`config.mk`:
```
export PLATFORM = sky130hd
export DESIGN_NAME = adc_lane_aligner
export DESIGN_NICKNAME = d
export VERILOG_FILES = /design/src/rtl/adc_align_pkg.sv /design/src/rtl/adc_lane_align_fsm.sv /design/src/rtl/adc_lane_aligner.sv
export SDC_FILE = /design/constraint.sdc
export NUM_CORES = 1
export LEC_CHECK = 0
export CAP_MARGIN = 20
export CORE_UTILIZATION = 57
export DETAILED_ROUTE_END_ITERATION = 10
export DONT_BUFFER_PORTS = 1
export PLACE_DENSITY = 0.85
export SETUP_SLACK_MARGIN = 0.02
export SLEW_MARGIN = 10
export SYNTH_ARGS = -nofsm -noshare
export SYNTH_HDL_FRONTEND = slang
export SYNTH_SLANG_ARGS = --single-unit
```
`constraint.sdc`:
```
create_clock -name lclk -period 1.7 [get_ports lclk]
set_input_delay 0.34 -clock lclk [delete_from_list [all_inputs] [get_ports lclk]]
set_output_delay 0.34 -clock lclk [all_outputs]
set_load 0.01 [all_outputs]
```
`src/rtl/adc_align_pkg.sv`:
```
// Shared types and defaults for the ADC lane aligner: lane FSM state encoding,
// default training parameters and the error-counter width.
package adc_align_pkg;

    typedef enum logic [2:0] {
        ST_IDLE   = 3'd0,
        ST_INIT   = 3'd1,
        ST_CHECK  = 3'd2,
        ST_SLIP   = 3'd3,
        ST_TAP    = 3'd4,
        ST_WAIT   = 3'd5,
        ST_LOCKED = 3'd6,
        ST_FAIL   = 3'd7
    } lane_state_e;

    localparam int         ERR_CNT_W           = 16;
    localparam logic [5:0] DEF_LANE_PATTERN    = 6'b111000;
    localparam int         DEF_MATCH_COUNT     = 16;
    localparam int         DEF_SLIP_WAIT       = 4;
    localparam int         DEF_MAX_TAPS        = 32;

    // Width of a counter that must hold values 0..max_val (never narrower than 1 bit).
    function automatic int cnt_w(input int max_val);
        return (max_val < 1) ? 1 : $clog2(max_val + 1);
    endfunction

endpackage

```
`src/rtl/adc_lane_align_fsm.sv`:
```
// Per-lane alignment FSM: walks bitslip/tap candidates until the lane word matches
// the training pattern MATCH_COUNT times in a row. Error counter under ADC_ALIGN_ERRCNT_EN.
module adc_lane_align_fsm
    import adc_align_pkg::*;
#(
    parameter int                   LANE_BITS    = 6,
    parameter logic [LANE_BITS-1:0] LANE_PATTERN = DEF_LANE_PATTERN,
    parameter int                   MATCH_COUNT  = DEF_MATCH_COUNT,
    parameter int                   SLIP_WAIT    = DEF_SLIP_WAIT,
    parameter int                   MAX_TAPS     = DEF_MAX_TAPS
) (
    input  logic                 lclk,
    input  logic                 rst,
    input  logic                 start,
    input  logic [LANE_BITS-1:0] lane_word,
    output logic                 bitslip,
    output logic                 delay_rst,
    output logic                 delay_ce,
    output logic                 delay_inc,
    output logic                 lane_locked,
    output logic                 lane_fail,
    output logic                 lane_busy,
    output logic [ERR_CNT_W-1:0] err_cnt
);

    localparam int MATCH_W = cnt_w(MATCH_COUNT);
    localparam int SLIP_W  = cnt_w(LANE_BITS - 1);
    localparam int TAP_W   = cnt_w(MAX_TAPS - 1);
    localparam int WAIT_W  = cnt_w(SLIP_WAIT - 1);

    lane_state_e         state_q, state_d;
    logic [MATCH_W-1:0]  match_cnt_q, match_cnt_d;
    logic [SLIP_W-1:0]   slip_cnt_q, slip_cnt_d;
    logic [TAP_W-1:0]    tap_cnt_q, tap_cnt_d;
    logic [WAIT_W-1:0]   wait_cnt_q, wait_cnt_d;
    logic                word_match;

    assign word_match = (lane_word == LANE_PATTERN);

    always_comb begin
        state_d     = state_q;
        match_cnt_d = match_cnt_q;
        slip_cnt_d  = slip_cnt_q;
        tap_cnt_d   = tap_cnt_q;
        wait_cnt_d  = wait_cnt_q;
        case (state_q)
            ST_INIT: begin
                match_cnt_d = '0;
                slip_cnt_d  = '0;
                tap_cnt_d   = '0;
                wait_cnt_d  = '0;
                state_d     = ST_WAIT;
            end
            ST_WAIT: begin
                if (wait_cnt_q == WAIT_W'(SLIP_WAIT - 1)) begin
                    wait_cnt_d = '0;
                    state_d    = ST_CHECK;
                end else begin
                    wait_cnt_d = wait_cnt_q + 1'b1;
                end
            end
            ST_CHECK: begin
                if (word_match) begin
                    match_cnt_d = match_cnt_q + 1'b1;
                    if (match_cnt_q == MATCH_W'(MATCH_COUNT - 1)) begin
                        state_d = ST_LOCKED;
                    end
                end else begin
                    // Slips are exhausted at each tap before stepping the delay line.
                    match_cnt_d = '0;
                    if (slip_cnt_q < SLIP_W'(LANE_BITS - 1)) begin
                        state_d = ST_SLIP;
                    end else if (tap_cnt_q < TAP_W'(MAX_TAPS - 1)) begin
                        state_d = ST_TAP;
                    end else begin
                        state_d = ST_FAIL;
                    end
                end
            end
            ST_SLIP: begin
                slip_cnt_d = slip_cnt_q + 1'b1;
                wait_cnt_d = '0;
                state_d    = ST_WAIT;
            end
            ST_TAP: begin
                tap_cnt_d  = tap_cnt_q + 1'b1;
                slip_cnt_d = '0;
                wait_cnt_d = '0;
                state_d    = ST_WAIT;
            end
            default: ;
        endcase
        // A restart overrides everything; a pulse state already active still lasts its one cycle.
        if (start) begin
            state_d = ST_INIT;
        end
    end

    always_ff @(posedge lclk or posedge rst) begin
        if (rst) begin
            state_q     <= ST_IDLE;
            match_cnt_q <= '0;
            slip_cnt_q  <= '0;
            tap_cnt_q   <= '0;
            wait_cnt_q  <= '0;
        end else begin
            state_q     <= state_d;
            match_cnt_q <= match_cnt_d;
            slip_cnt_q  <= slip_cnt_d;
            tap_cnt_q   <= tap_cnt_d;
            wait_cnt_q  <= wait_cnt_d;
        end
    end

    assign bitslip     = (state_q == ST_SLIP);
    assign delay_rst   = (state_q == ST_INIT);
    assign delay_ce    = (state_q == ST_TAP);
    assign delay_inc   = (state_q == ST_TAP);
    assign lane_locked = (state_q == ST_LOCKED);
    assign lane_fail   = (state_q == ST_FAIL);
    assign lane_busy   = (state_q == ST_INIT) || (state_q == ST_CHECK) || (state_q == ST_SLIP) ||
                         (state_q == ST_TAP)  || (state_q == ST_WAIT);

`ifdef ADC_ALIGN_ERRCNT_EN
    logic [ERR_CNT_W-1:0] err_cnt_q, err_cnt_d;

    always_comb begin
        err_cnt_d = err_cnt_q;
        if (start) begin
            err_cnt_d = '0;
        end else if ((state_q == ST_LOCKED) && !word_match && (err_cnt_q != '1)) begin
            err_cnt_d = err_cnt_q + 1'b1;
        end
    end

    always_ff @(posedge lclk or posedge rst) begin
        if (rst) begin
            err_cnt_q <= '0;
        end else begin
            err_cnt_q <= err_cnt_d;
        end
    end

    assign err_cnt = err_cnt_q;
`else
    assign err_cnt = '0;
`endif

endmodule

```
`src/rtl/adc_lane_aligner.sv`:
```
// N-lane ADC word aligner: stages the SERDES words, runs one alignment FSM per lane
// and assembles the sample word. Optional post-lock error counters: ADC_ALIGN_ERRCNT_EN.
module adc_lane_aligner
    import adc_align_pkg::*;
#(
    parameter int                   N_LANES      = 2,
    parameter int                   LANE_BITS    = 6,
    parameter logic [LANE_BITS-1:0] LANE_PATTERN = DEF_LANE_PATTERN,
    parameter int                   MATCH_COUNT  = DEF_MATCH_COUNT,
    parameter int                   SLIP_WAIT    = DEF_SLIP_WAIT,
    parameter int                   MAX_TAPS     = DEF_MAX_TAPS
) (
    input  logic                           lclk,
    input  logic                           rst,
    input  logic                           start,
    input  logic [N_LANES*LANE_BITS-1:0]   lane_words,
    output logic [N_LANES-1:0]             bitslip,
    output logic [N_LANES-1:0]             delay_rst,
    output logic [N_LANES-1:0]             delay_ce,
    output logic [N_LANES-1:0]             delay_inc,
    output logic [N_LANES-1:0]             lane_locked,
    output logic [N_LANES-1:0]             lane_fail,
    output logic                           all_locked,
    output logic                           busy,
    output logic [N_LANES*LANE_BITS-1:0]   adc_bits,
    output logic [ERR_CNT_W*N_LANES-1:0]   err_cnt
);

    logic [N_LANES*LANE_BITS-1:0] stage1_q, stage1_d;
    logic [N_LANES*LANE_BITS-1:0] stage2_q, stage2_d;
    logic [N_LANES-1:0]           lane_busy;

    // Stage 1 feeds the pattern compare; stage 2 is the fixed-latency data output.
    always_comb begin
        stage1_d = lane_words;
        stage2_d = stage1_q;
    end

    always_ff @(posedge lclk or posedge rst) begin
        if (rst) begin
            stage1_q <= '0;
            stage2_q <= '0;
        end else begin
            stage1_q <= stage1_d;
            stage2_q <= stage2_d;
        end
    end

    generate
        for (genvar gi = 0; gi < N_LANES; gi++) begin : g_lane
            adc_lane_align_fsm #(
                .LANE_BITS    (LANE_BITS),
                .LANE_PATTERN (LANE_PATTERN),
                .MATCH_COUNT  (MATCH_COUNT),
                .SLIP_WAIT    (SLIP_WAIT),
                .MAX_TAPS     (MAX_TAPS)
            ) u_fsm (
                .lclk        (lclk),
                .rst         (rst),
                .start       (start),
                .lane_word   (stage1_q[gi*LANE_BITS +: LANE_BITS]),
                .bitslip     (bitslip[gi]),
                .delay_rst   (delay_rst[gi]),
                .delay_ce    (delay_ce[gi]),
                .delay_inc   (delay_inc[gi]),
                .lane_locked (lane_locked[gi]),
                .lane_fail   (lane_fail[gi]),
                .lane_busy   (lane_busy[gi]),
                .err_cnt     (err_cnt[gi*ERR_CNT_W +: ERR_CNT_W])
            );
        end
    endgenerate

    assign all_locked = &lane_locked;
    assign busy       = |lane_busy;
    assign adc_bits   = stage2_q;

endmodule

```
==> results of run 1 <==
## cells in the final DEF (no fill, tap or decap), types with 3 or more instances in the layout
master | Yosys | routed
a21oi_1 | 8 | 8
a22o_1 | 9 | 9
and3_1 | 5 | 4
buf_4 | 44 | 24
buf_6 | 0 | 10
bufinv_16 | 0 | 3
clkbuf_8 | 0 | 10
clkinvlp_4 | 0 | 3
conb_1 | 1 | 32
dfrtp_1 | 60 | 56
dfrtp_2 | 0 | 4
ha_1 | 10 | 8
inv_1 | 13 | 8
inv_2 | 0 | 3
nand2_1 | 30 | 27
nand2_2 | 0 | 3
nand3_1 | 9 | 9
nand3b_1 | 3 | 3
nor2_1 | 15 | 14
nor2b_1 | 6 | 5
o21ai_0 | 30 | 29
xor2_1 | 4 | 4
## how the worst max path moves through the flow
| stage | end | depth (start not counted) | startpoint |
|---|---|---|---|
| floorplan | g_lane[0].u_fsm.state_q[2]$_DFFE_PP0P_ | 6 | g_lane[0].u_fsm.match_cnt_q[0]$_DFFE_PP0P_ |
| global placement | g_lane[0].u_fsm.state_q[2]$_DFFE_PP0P_ | 6 | g_lane[0].u_fsm.match_cnt_q[0]$_DFFE_PP0P_ |
| detailed placement | g_lane[0].u_fsm.state_q[2]$_DFFE_PP0P_ | 6 | g_lane[0].u_fsm.match_cnt_q[0]$_DFFE_PP0P_ |
| CTS | busy | 4 | g_lane[0].u_fsm.state_q[2]$_DFFE_PP0P_ |
| global route | delay_ce[0] | 3 | g_lane[0].u_fsm.state_q[2]$_DFFE_PP0P_ |
| finish | delay_ce[0] | 3 | g_lane[0].u_fsm.state_q[1]$_DFFE_PP0P_ |
## through the flow
stage | power [mW] | TNS [ps] | instances | hold slack [ps]
after global placement | 2.650 | 0 | 355 | 280.4
after global routing | 4.917 | -166.5 | 393 | 10.95
after CTS | 4.482 | -12.85 | 388 | 22.24
final | 4.706 | -17.16 | 393 | 25.36
after detailed placement | 2.704 | -21.39 | 355 | 292.4
after floorplan | 2.522 | 0 | 322 | 346.5
## cell families (layout without fill, tap and decap cells)
kind of cell / after synthesis / count (layout) / share of synthesized area
simple gates: 86 / 86 / 0.1534
compound gates: 64 / 64 / 0.1369
buf+inv: 63 / 67 / 0.1369
flops: 60 / 60 / 0.5070
fa+ha+maj: 10 / 10 / 0.04225
xor+xnor: 4 / 4 / 0.01183
mux: 3 / 3 / 0.01056
other cells: 1 / 32 / 0.001266
## metal layers
metal  GRT usage  vias up  part of all wire
li1            -      999                 -
met1      0.3017     1075              0.40
met2      0.3828      132              0.48
met3     0.07995       19             0.096
met4      0.1175        0             0.024
met5           0        -                 0
## synth_stat cells, types with 2 or more instances
cell type  number
nand3_1         9
nand2_1        30
and3_1          5
nor2_1         15
dfrtp_1        60
buf_4          44
ha_1           10
o21ai_1         2
a21oi_1         8
buf_2           3
xor2_1          4
nor3_2          2
mux2i_1         2
o21ai_0        30
clkbuf_1        3
nand3b_1        3
or3b_1          2
nand2b_1        2
a22o_1          9
nor2b_1         6
a31oi_1         2
inv_1          13
nand4_1         2
or4b_4          2
## sequential cells by signal, summed over array words and instances, names as in the netlist
name and cells:
g_lane.u_fsm.wait_cnt_q 4, g_lane.u_fsm.tap_cnt_q 10, g_lane.u_fsm.slip_cnt_q 6, g_lane.u_fsm.match_cnt_q 10
g_lane.u_fsm.state_q 6, adc_bits 12, stage1_q 12
## layout make-up
| type | instances | area, um2 | area share |
|---|---|---|---|
| Timing Repair Buffer | 38 | 367.9 | 0.1045 |
| Sequential cell | 60 | 1506 | 0.4279 |
| Inverter | 13 | 56.30 | 0.01599 |
| Clock buffer | 10 | 137.6 | 0.03909 |
| Tap cell | 67 | 83.83 | 0.02381 |
| Clock inverter | 6 | 111.4 | 0.03163 |
| Multi-Input combinational cell | 199 | 1257 | 0.3571 |
## power by group through the flow
stage	registers (mW)	logic, mW	clock network, mW
after floorplan	1.70	0.818	0
after global placement	1.75	0.903	0
after detailed placement	1.76	0.941	0
after CTS	1.71	1.17	1.60
after global routing	1.76	1.49	1.67
final	1.74	1.37	1.60
## repair_timing
action | 4_1_cts | 5_1_grt
hold endpoints to repair | 25 | 0
pin swaps | 5 | 10
setup buffers | 16 | 4
endpoints found under the setup margin | 10 | 15
gates resized for setup | 18 | 20
gates cloned | 0 | 1
hold buffers | 1 | 0
==> qor.txt, run 1 <==
Status -> finished with violations
Failing checks -> negative setup slack
Ys async rst share -> 1.000
DRT antenna net count -> 0
Hold Path Stages -> 0
Initial core utilization -> 0.6108
Vias in the first global route -> 2,115
Worst relative slew slack -> 0.6263
Gr usage total -> 0.2423
Distinct cells, synth -> 47
EDFF count, synth -> 0
Worst EP required -> 1360 ps
Final Wtd Congestion -> 0.8001
DIE AREA -> 0.005488 mm2
Clk sinks -> 60
Ant. Diodes -> 0
CP Cell Sequence -> or3b_4 -> inv_2 -> buf_6
Largest net degree at the start of global routing -> 36
Core occupancy in the finished layout -> 0.7262
CTS Buf Count -> 9
Bufs on Longest Clock Path -> 2
Fillers -> 323
FF+latch count, synth -> 60
I/O pin count -> 73
Synth top area share -> 0.5070
Area growth syn-to-layout -> 18.88%
Total Wirelength -> 6348 um
Crit Path Category -> reg2out
Overflow after GRT -> 0
Cell taking the most area after synthesis -> dfrtp_1
WP buf/inv -> 2
Max VDD drop -> 929.1 uV
Hold Vio Cnt, Final -> 0
CP endpoint kind -> primary output
Top FF cell, synth -> dfrtp_1
Switching portion of total power -> 0.3144
MaxCap Viol Count -> 0
Endpoints failing setup -> 3
Core area -> 0.004848 mm2
Comb power frac -> 0.292
Die width -> 74.08 um
CTS tree -> built
Avg Vias per Cell -> 5.662
Post-layout min period -> 1706 ps
Die Span Y -> 74.08 um
Setup WS post-layout -> -5.902 ps
Root Driver -> clkbuf_8
CP Max Fanout -> 3
Via count -> 2,225
H-tree depth -> 3
Hold worst-path end -> stage1_q[1]$_DFF_PP0_
Final period utilization -> 1.003
Sequential element share of the synthesized area -> 0.5070
DRT iter0 DRCs -> 179
Hold Crit Start -> lane_words[1]
Rows -> 25
CP top delay family -> flip-flops
Max stage delay on crit path -> 430 ps
Worst r2r path cells -> 4
Routed len/inst -> 16.15 um
Nets -> 346
Clock share of power -> 0.339
Design Area, Final -> 0.003521 mm2
Lkg Pwr -> 1.683 nW
Pre-CTS WS -> -10.98 ps
Worst Tran Pin Value -> 559.3 ps
Mapped cell area -> 0.002962 mm2
Port Buffers -> 0
Final Skew -> 10.25 ps
First-pass GRT wire length -> 9735 um
Skew-Pair Late Insertion Delay -> 340 ps
Arr. time, crit path -> 1370 ps
Slowest CP cell -> dfrtp_1
Pwr dens -> 1337 mW/mm2
Post-DP HPWL -> 3759 um
Hold Path Class -> in2reg
Syn Inst Count -> 291
CTS clock-pin slew for the worst setup and hold paths -> 70 ps
Share of cells above drive strength 1 -> 0.2577
Sw Pwr -> 1.479 mW
Internal power -> 3.226 mW
Mean Syn Cell Area -> 10.18 um2
DRC Markers -> 0
Final Slew Violations -> 0
Fmax -> 586.2 MHz
Worst r2r src -> stage1_q[2]$_DFF_PP0_
FF-to-FF End -> g_lane[0].u_fsm.state_q[2]$_DFFE_PP0P_
Placed cell area -> 0.002954 mm2
Reg-to-reg slack, setup -> 40 ps
Reg power frac -> 0.369
Initial DRT Pass Iterations -> 4
Initial antenna violation count -> 0
RSZ-0062 raised after global routing -> yes
Critical Path Source Type -> register
Synth area leaders -> dfrtp_1 51%, buf_4 11%, o21ai_0 5.1%
Syn. warnings -> 0
Note: power is estimated with default switching activity, not from simulation.
==> run 2, diff against run 1 <==
--- a/config.mk
+++ b/config.mk
@@ -9,2 +9,3 @@
 export CORE_UTILIZATION = 57
+export CTS_CLUSTER_DIAMETER = 30
 export DETAILED_ROUTE_END_ITERATION = 10
@@ -17 +18,2 @@
 export SYNTH_SLANG_ARGS = --single-unit
+export TNS_END_PERCENT = 10
--- a/constraint.sdc
+++ b/constraint.sdc
@@ -3,2 +3,2 @@
 set_output_delay 0.34 -clock lclk [all_outputs]
-set_load 0.01 [all_outputs]
+set_load 0.1 [all_outputs]
==> qor.txt, run 2 (synthesis gave the netlist of run 1 again) <==
Reg-to-reg slack, setup -> 0 ps (-40 ps)
Pwr dens -> 1432 mW/mm2 (+7.1%)
Grt met3 use -> 0.05827 (-0.02168)
Initial DRT Pass Iterations -> 5 (+1)
DRC Markers -> 0 (unchanged)
Worst r2r src -> g_lane[0].u_fsm.match_cnt_q[1]$_DFFE_PP0P_
Hold Path Class -> in2reg
Rows -> 25 (unchanged)
CTS tree -> built
Endpoints failing setup -> 11 (+8)
Total power -> 5.279 mW (+12%)
Core area -> 0.004848 mm2 (unchanged)
Setup WS post-layout -> -144.8 ps (-138.9 ps)
Commonest cells after routing, fill and taps aside -> 56 x dfrtp_1, 32 x conb_1, 29 x o21ai_0, 29 x buf_4, 27 x nand2_1
Min Hold Slack -> 19.75 ps (-5.612 ps)
Total Wirelength -> 6492 um (+2.3%)
Share of cells above drive strength 1 -> 0.2776 (+0.01994)
DRT antenna net count -> 0 (unchanged)
Final period utilization -> 1.085 (+0.08168)
Largest net degree at the start of global routing -> 24 (-33%)
Crit Path Category -> reg2out
DRT iter0 DRCs -> 77 (-57%)
Post-layout min period -> 1845 ps (+138.9 ps)
Worst EP required -> 1360 ps (about the same)
Worst r2r path cells -> 6 (+2)
Pre-CTS WS -> -8.559 ps (+2.416 ps)
CTS Buf Count -> 9 (unchanged)
CTS clock-pin slew for the worst setup and hold paths -> 70 ps (about the same)
Post-DP HPWL -> 4353 um (+16%)
CP Max Fanout -> 8 (+5)
Gr usage total -> 0.2634 (+0.02108)
Critical Path Source Type -> register
Clk sinks -> 60 (unchanged)
I/O pin count -> 73 (unchanged)
Max stage delay on crit path -> 490 ps (+60 ps)
Arr. time, crit path -> 1500 ps (+130 ps)
Die Span Y -> 74.08 um (unchanged)
Root Driver -> clkbuf_8
Bufs on Longest Clock Path -> 2 (unchanged)
Area growth syn-to-layout -> 24.50%
Failing checks -> negative setup slack
Core occupancy in the finished layout -> 0.7605 (+0.03432)
DIE AREA -> 0.005488 mm2 (unchanged)
End of the critical path -> busy
Status -> finished with violations
Initial antenna violation count -> 0 (unchanged)
Lkg Pwr -> 1.765 nW (+4.9%)
Initial core utilization -> 0.6108 (unchanged)
Port Buffers -> 0 (unchanged)
Skew-Pair Late Insertion Delay -> 340 ps (about the same)
Crit path from -> g_lane[1].u_fsm.state_q[1]$_DFFE_PP0P_
RSZ-0062 raised after global routing -> yes
Avg Vias per Cell -> 5.483 (-3.2%)
Die width -> 74.08 um (unchanged)
CP Cell Sequence -> inv_1 -> nand2_1 -> nand2_1 -> nand2_4 -> buf_12
Via count -> 2,204 (-0.94%)
Final Skew -> 8.053 ps (-2.193 ps)
CP endpoint kind -> primary output
Final Wtd Congestion -> 0.8524 (+6.5%)
Met1 usage -> 0.3113 (+0.009520)
GR peak layer -> met2
Slowest CP cell -> dfrtp_2
H-tree depth -> 3 (unchanged)
Met2 usage -> 0.4505 (+0.06768)
Max VDD drop -> 1170 uV (+26%)
Ant. Diodes -> 0 (unchanged)
Worst Tran Pin Value -> 551.1 ps (-8.225 ps)
First-pass GRT wire length -> 10,490 um (+7.8%)
Final Slew Violations -> 0 (unchanged)
Commonest non-fill, non-tap cell in the layout -> dfrtp_1
FF-to-FF End -> g_lane[0].u_fsm.state_q[2]$_DFFE_PP0P_
Vias in the first global route -> 2,195 (+3.8%)
Most frequent CP cell -> nand2_1
Overflow after GRT -> 0 (unchanged)
Worst relative slew slack -> 0.6318 (+0.005495)
Hold Vio Cnt, Final -> 0 (unchanged)
MaxCap Viol Count -> 0 (unchanged)
Routed len/inst -> 16.15 um (about the same)
Nets -> 355 (+2.6%)
Fmax -> 542.1 MHz (-7.5%)
-- run 2: area by class of cell --
type / count / area, um2
clock buffer: 12 / 155.1
timing repair buffer: 47 / 565.5
inverter: 13 / 55.05
sequential: 60 / 1506
tap: 67 / 83.83
multi-input combinational: 199 / 1274
fill: 291 / 1161
clock inverter: 4 / 47.55
-- run 2: power breakdown --
group	internal [mW]	switching, mW	total [mW]
sequential	1.58	0.176	1.76
clock	0.752	0.566	1.32
combinational	0.728	1.47	2.20
-- run 2: how the worst min path moves through the flow --
stage	start	end	slack [ps]	cells past startpoint
final	lane_words[5]	stage1_q[5]$_DFF_PP0_	20	0
after global routing	lane_words[5]	stage1_q[5]$_DFF_PP0_	10	0
after CTS	lane_words[10]	stage1_q[10]$_DFF_PP0_	20	0
after detailed placement	rst	g_lane[1].u_fsm.match_cnt_q[3]$_DFFE_PP0P_	270	1
after global placement	rst	g_lane[1].u_fsm.match_cnt_q[3]$_DFFE_PP0P_	270	1
after floorplan	stage1_q[3]$_DFF_PP0_	adc_bits[3]$_DFF_PP0_	350	0
-- run 2: timing repair --
item,in CTS,in global routing
setup endpoints to repair,15,20
pin swaps,4,2
resized for setup,17,5
hold buffers,1,0
setup buffers,3,0
endpoints found under the hold margin,20,0
-- run 2: stage by stage --
stage / setup TNS [ps] / area (um2) / std cells
after floorplan: -313.6 / 3151 / 322
after global placement: 0 / 3386 / 382
after detailed placement: -9.504 / 3386 / 382
after CTS: -955.5 / 3666 / 402
after global routing: -1743 / 3687 / 402
final: -1025 / 3687 / 402
-- run 2: worst max-delay path: cells and delay by family (launching register included) --
family | cells | cell delay [ps]
buffers and inverters | 2 | 360
DFF | 1 | 490
and+or+nand+nor | 3 | 310
-- run 2: metal layers --
layer  wire length (um)  vias to the layer above
met5                  0                        -
met4                193                        0
met3                345                       20
met2               3391                       93
met1               2562                     1073
li1                   -                     1018
